===== config.mk =====
export PLATFORM = sky130hd
export DESIGN_NAME = regfile_sb_flat
export DESIGN_NICKNAME = d
export VERILOG_FILES = /design/src/rtl/regfile_sb_if.sv /design/src/rtl/regfile_sb.sv /design/src/flat_wrapper.sv
export SDC_FILE = /design/constraint.sdc
export NUM_CORES = 2
export LEC_CHECK = 0
export ABC_AREA = 1
export CAP_MARGIN = 20
export CORE_AREA = 4 4 281 559
export DETAILED_ROUTE_END_ITERATION = 7
export DIE_AREA = 0 0 285 563
export PLACE_DENSITY_LB_ADDON = 0.12
export SYNTH_ARGS = -nofsm -noshare
export SYNTH_HDL_FRONTEND = slang
export SYNTH_SLANG_ARGS = --single-unit

===== constraint.sdc =====
create_clock -name clkin -period 3.8 [get_ports clkin]
set_clock_uncertainty 0.2 [all_clocks]
set_input_delay 0.76 -clock clkin [delete_from_list [all_inputs] [get_ports clkin]]
set_output_delay 0.76 -clock clkin [all_outputs]
set_load 0.02 [all_outputs]

===== src/rtl/regfile_sb_if.sv =====
// Bus between decode/issue, writeback and the register file: read, write and issue channels.
// The master side drives indices/strobes; the register file is the slave.
interface regfile_sb_if #(
    parameter int XLEN  = 32,
    parameter int NREGS = 32,
    parameter int NRD   = 2
);
    localparam int AW = $clog2(NREGS);

    logic                wr_en;
    logic [AW-1:0]       wr_idx_in;
    logic [XLEN-1:0]     wr_data_in;
    logic [NRD*AW-1:0]   rd_idx_in;
    logic [NRD*XLEN-1:0] rd_data_out;
    logic [NRD-1:0]      rd_busy_out;
    logic                iss_en;
    logic [AW-1:0]       iss_idx_in;
    logic                iss_ready_out;
    logic [AW:0]         busy_cnt_out;

    modport master (
        output wr_en, wr_idx_in, wr_data_in, rd_idx_in, iss_en, iss_idx_in,
        input  rd_data_out, rd_busy_out, iss_ready_out, busy_cnt_out
    );

    modport slave (
        input  wr_en, wr_idx_in, wr_data_in, rd_idx_in, iss_en, iss_idx_in,
        output rd_data_out, rd_busy_out, iss_ready_out, busy_cnt_out
    );
endinterface


===== src/rtl/regfile_sb.sv =====
// RV32I integer register file: NRD combinational read ports, one write port, x0 hardwired
// to zero, optional write-to-read bypass, and a busy-bit scoreboard with a popcount counter.
module regfile_sb #(
    parameter int XLEN   = 32,
    parameter int NREGS  = 32,
    parameter int NRD    = 2,
    parameter int BYPASS = 1
) (
    input  logic          clkin,
    input  logic          nrst_in,
    regfile_sb_if.slave   bus
);
    localparam int AW = $clog2(NREGS);

    logic [XLEN-1:0]     r_regs [NREGS];
    logic [NREGS-1:0]    r_busy;
    logic [AW:0]         r_busy_cnt;

    logic                w_wb_go;
    logic                w_iss_wb_hit;
    logic                w_iss_ready;
    logic                w_iss_go;
    logic                w_inc;
    logic                w_dec;
    logic [AW-1:0]       w_idx;
    logic                w_hit;
    logic [NRD*XLEN-1:0] w_rd_data;
    logic [NRD-1:0]      w_rd_busy;

    assign w_wb_go      = bus.wr_en && (bus.wr_idx_in != '0);
    assign w_iss_wb_hit = bus.wr_en && (bus.wr_idx_in == bus.iss_idx_in);
    assign w_iss_ready  = !r_busy[bus.iss_idx_in] || w_iss_wb_hit || (bus.iss_idx_in == '0);
    assign w_iss_go     = bus.iss_en && w_iss_ready && (bus.iss_idx_in != '0);

    // A reissue onto a register retiring on the same edge leaves its busy bit at 1,
    // so neither a set nor a clear is counted for it.
    assign w_inc = w_iss_go && !r_busy[bus.iss_idx_in];
    assign w_dec = w_wb_go && r_busy[bus.wr_idx_in] &&
                   !(w_iss_go && (bus.iss_idx_in == bus.wr_idx_in));

    always_comb begin
        w_rd_data = '0;
        w_rd_busy = '0;
        w_idx     = '0;
        w_hit     = 1'b0;
        for (int unsigned k = 0; k < NRD; k++) begin
            w_idx = bus.rd_idx_in[k*AW +: AW];
            w_hit = (BYPASS != 0) && bus.wr_en && (bus.wr_idx_in == w_idx);
            if (w_idx == '0)
                w_rd_data[k*XLEN +: XLEN] = '0;
            else if (w_hit)
                w_rd_data[k*XLEN +: XLEN] = bus.wr_data_in;
            else
                w_rd_data[k*XLEN +: XLEN] = r_regs[w_idx];
            w_rd_busy[k] = r_busy[w_idx] && !w_hit;
        end
    end

    always_ff @(posedge clkin or negedge nrst_in) begin
        if (!nrst_in) begin
            for (int unsigned i = 0; i < NREGS; i++)
                r_regs[i] <= '0;
            r_busy     <= '0;
            r_busy_cnt <= '0;
        end else begin
            if (w_wb_go) begin
                r_regs[bus.wr_idx_in] <= bus.wr_data_in;
                r_busy[bus.wr_idx_in] <= 1'b0;
            end
            // Issue is assigned last so it overrides a same-edge clear of the same index.
            if (w_iss_go)
                r_busy[bus.iss_idx_in] <= 1'b1;
            r_busy_cnt <= r_busy_cnt + {{AW{1'b0}}, w_inc} - {{AW{1'b0}}, w_dec};
        end
    end

    assign bus.rd_data_out   = w_rd_data;
    assign bus.rd_busy_out   = w_rd_busy;
    assign bus.iss_ready_out = w_iss_ready;
    assign bus.busy_cnt_out  = r_busy_cnt;
endmodule


===== src/flat_wrapper.sv =====
// flat-port wrapper written by rule: the top's interface ports become plain ports
module regfile_sb_flat 
#(
    parameter int XLEN   = 32,
    parameter int NREGS  = 32,
    parameter int NRD    = 2,
    parameter int BYPASS = 1
)
  (clkin, nrst_in, bus_wr_en, bus_wr_idx_in, bus_wr_data_in, bus_rd_idx_in, bus_iss_en, bus_iss_idx_in, bus_rd_data_out, bus_rd_busy_out, bus_iss_ready_out, bus_busy_cnt_out);
  regfile_sb_if #(.XLEN(XLEN), .NREGS(NREGS), .NRD(NRD)) bus_i ();
  input  logic clkin;
  input  logic nrst_in;
  input wire logic [$bits(bus_i.wr_en)-1:0] bus_wr_en;
  input wire logic [$bits(bus_i.wr_idx_in)-1:0] bus_wr_idx_in;
  input wire logic [$bits(bus_i.wr_data_in)-1:0] bus_wr_data_in;
  input wire logic [$bits(bus_i.rd_idx_in)-1:0] bus_rd_idx_in;
  input wire logic [$bits(bus_i.iss_en)-1:0] bus_iss_en;
  input wire logic [$bits(bus_i.iss_idx_in)-1:0] bus_iss_idx_in;
  output wire logic [$bits(bus_i.rd_data_out)-1:0] bus_rd_data_out;
  output wire logic [$bits(bus_i.rd_busy_out)-1:0] bus_rd_busy_out;
  output wire logic [$bits(bus_i.iss_ready_out)-1:0] bus_iss_ready_out;
  output wire logic [$bits(bus_i.busy_cnt_out)-1:0] bus_busy_cnt_out;
  assign bus_i.wr_en = bus_wr_en;
  assign bus_i.wr_idx_in = bus_wr_idx_in;
  assign bus_i.wr_data_in = bus_wr_data_in;
  assign bus_i.rd_idx_in = bus_rd_idx_in;
  assign bus_i.iss_en = bus_iss_en;
  assign bus_i.iss_idx_in = bus_iss_idx_in;
  assign bus_rd_data_out = bus_i.rd_data_out;
  assign bus_rd_busy_out = bus_i.rd_busy_out;
  assign bus_iss_ready_out = bus_i.iss_ready_out;
  assign bus_busy_cnt_out = bus_i.busy_cnt_out;
  regfile_sb #(.XLEN(XLEN), .NREGS(NREGS), .NRD(NRD), .BYPASS(BYPASS)) u_core (.clkin(clkin), .nrst_in(nrst_in), .bus(bus_i));
endmodule

==> reports/metrics.csv <==
stage;metric;value;unit
pwr;maximum vdd drop;0.000378;V
pwr;leak pwr;32.5;nW
worst_setup_path;Startpoint Class;input pin;
place;Placed Cells;10400;
drt;post-route ant nets;0;
finish;Post-layout nets;8538;
sta;Max Slew Vio Count;0;
finish;Cell Count, Final, Fillers Out;10600;
global_routing;vias in the first global route;59500;
place;I/O Buffers;128;
sta;Tightest Pin Transition;0.887;ns
synthesis;Post-synth top cells;nand2_1 (1,933), o21ai_0 (1,512), dfrtp_1 (1,062);
status;failing checks;negative setup slack;
sta;Fin. Hold Viols;0;
clock_tree;CTS tree;built;
finish;layout cells sized above 1;0.124;
sta;smallest hold slack;0.182;ns
drt;WL/cell;27.4;microns
synthesis;Post-synth EDFFs;0;
synthesis;register area share after synthesis;0.436;
synthesis;synthesized flop and latch total;1062;
drt;via count;62400;
synthesis;Synth Instances;8365;
drt;DRT Wirelength;291;mm
status;outcome;complete, but fails checks;
floorplanning;Ports;129;
place;pre-CTS WS;-0.593;ns
synthesis;Synth cell types;34;
sta;Rel. slew slack;0.409;
worst_setup_path;Critical Path End Type;output pin;
sta;ratio of final minimum period to clock period;1.00;
floorplanning;die width;285;microns
min_path;hold depth;0;
floorplanning;core area;0.153;sq mm
synthesis;post-synthesis area per instance;7.28;sq um
sta;fin crit period;3.82;ns
worst_setup_path;crit path kind;in2out;
synthesis;share of the synthesized area in the top cell type;0.436;
synthesis;warnings from Yosys;0;
synthesis;syn_nets;8428;
synthesis;cell with the most instances after synthesis;nand2_1;
pwr;power per cell area;488;mW/mm^2
clock_tree;CTS Sinks;1062;
clock_tree;Max Root-Sink Buffers;3;
worst_setup_path;crit path DAT;2.86;ns
clock_tree;Clk Latency, worst-skew pair;0.74;ns
worst_setup_path;R2R cell count;19;
min_path;Worst Hold Class;reg2reg;
clock_tree;Root Buffer;clkbuf_16;
global_routing;Total GRT Usage;0.352;
place;dpl hpwl;193;mm
global_routing;largest net degree at the start of global routing;106;
floorplanning;Starting Density;0.399;
worst_setup_path;Max FO, Critical Path;12;
synthesis;Yosys top cell by area;dfrtp_1;
sta;final setup fails;3;
sta;Final WS setup;-0.0168;ns
drt;initial DRC count;7850;
floorplanning;count of standard-cell rows;203;
sta;RSZ-0062 raised after global routing;yes;
job;total of max-cap violations;0;
worst_setup_path;WP data required;2.84;ns
drt;# DRC;0;
floorplanning;chip height;563;microns
clock_tree;total CTS buffers;106;
synthesis;ys flop type;dfrtp_1;
sta;Peak Freq;262;MHz
synthesis;Post-synth ARST share;1.00;
global_routing;initial antenna violation count;17;
clock_tree;CTS clock-pin slew for the worst setup and hold paths;0.07;ns
floorplanning;die footprint;0.160;sq mm
drt;Vias per Instance;5.88;
synthesis;top cells by area, synth;dfrtp_1 (44%), o21ai_0 (12%), nand2_1 (12%);
place;final RePlAce weighted congestion;0.931;
finish;area growth from synthesis to layout;19.1;%
drt;drt pass-1 iters;8;
clock_tree;H-tree Lvls;3;
global_routing;GRT overflow;0;
synthesis;Netlist Area Pre-Place;0.0609;sq mm
global_routing;first-pass GRT wire length;419;mm
[cell usage in the layout (no fill, tap or decap), types with 7 or more instances in the layout]
master	synthesis	routed
nor3_1	21	20
nor2_4	13	31
inv_1	678	667
inv_2	25	20
nand2_1	1933	1908
clkbuf_1	326	18
buf_6	33	23
o21ai_1	195	215
buf_4	109	497
a21oi_2	0	15
o21a_1	28	28
buf_12	0	182
a21oi_1	675	655
nand2_2	1	25
o211ai_1	398	398
buf_16	0	14
nand3_1	671	666
o22ai_1	9	9
xor2_1	8	8
nor2_1	284	266
clkinv_2	0	33
dfrtp_1	1062	1061
diode_2	0	7
o21ai_0	1512	1483
clkbuf_16	0	114
dlygate4sd2_1	0	29
bufinv_16	0	7
o21ai_2	17	25
clkdlybuf4s50_1	0	45
clkbuf_8	0	27
[state kept, by name (all words and copies together), names as in the netlist]
signal / count
u_core.bus.busy_cnt_out: 6
u_core.r_busy: 32
u_core.r_regs: 1024
[critical path, cell delays in order]
cell	delay (ns)
buf_16	0.13
buf_12	0.14
clkinv_16	0.08
buf_12	0.14
o22ai_1	0.13
a21oi_1	0.07
nand4_1	0.14
buf_12	0.14
buf_4	0.11
buf_12	0.10
buf_16	0.17
o21ai_2	0.08
a21oi_4	0.34
buf_6	0.16
buf_12	0.10
[cell type report]
class | instances | area (sq um)
repair buffers | 809 | 9060
flip-flops and latches | 1062 | 26600
clock buffers | 153 | 3140
diodes | 7 | 17.5
fillers | 15300 | 80100
well taps | 2050 | 2560
multi-input cells | 5792 | 28000
clock inverters | 40 | 437
inverters | 704 | 2720
[power by group]
group | switching, W | total, W | internal [W]
sequential | 0.00139 | 0.0151 | 0.0137
combinational | 0.00573 | 0.00902 | 0.00329
clock | 0.00504 | 0.0113 | 0.00622
total | 0.0122 | 0.0354 | 0.0232
[what timing repair did]
item                                    4_1_cts  5_1_grt
gates resized for setup                      87      107
endpoints found under the hold margin        31        0
setup buffers                                 7        9
hold buffers                                  1        0
cloned                                        3        6
pin swaps                                     4       17
endpoints found under the setup margin       62       38
[kinds of logic (layout without fill, tap and decap cells)]
logic type,Yosys count,in the layout,synth area share
AND/OR/NAND/NOR,2939,2939,0.198
AO/OA/AOI/OAI,2837,2837,0.252
buffers and inverters,1511,1706,0.111
flip-flops,1062,1062,0.436
XOR/XNOR,9,9,0.00129
adder cells (fa/ha/maj),7,7,0.00156
other,0,7,0
[layer usage]
metal / global-route usage / share of wire / routed length, microns / vias up
li1: - / - / - / 28100
met1: 0.429 / 0.37 / 107000 / 30000
met2: 0.572 / 0.46 / 134000 / 3363
met3: 0.0674 / 0.090 / 26300 / 938
met4: 0.228 / 0.082 / 23800 / 6
met5: 0 / 0.00020 / 59 / -
[final timing paths]
check / startpoint / endpoint / slack [ns]
setup / recovery: bus_rd_idx_in[0] / bus_rd_data_out[18] / -0.02
hold / removal: u_core.r_regs[1022] / u_core.r_regs[1022] / 0.18
setup reg to reg: u_core.r_busy[20] / u_core.bus.busy_cnt_out[4] / 0.67
hold reg to reg: u_core.r_regs[1022] / u_core.r_regs[1022] / 0.18
max in group asynchronous: nrst_in / u_core.r_regs[164] / 1.89
min in group asynchronous: nrst_in / u_core.r_busy[1] / 0.39
[per-stage QoR]
stage	setup TNS [ns]	utilization	cell area, sq um	total power [W]
after global placement	-10.92	0.446	68000	0.0239
final	-0.0321	0.475	72500	0.0354
after detailed placement	-10.82	0.446	68000	0.0240
after global routing	-0.166	0.475	72500	0.0371
after floorplan	0	-	60900	0.0202
after CTS	-0.0922	0.471	72000	0.0353
Power figures use the tool's default switching activity.
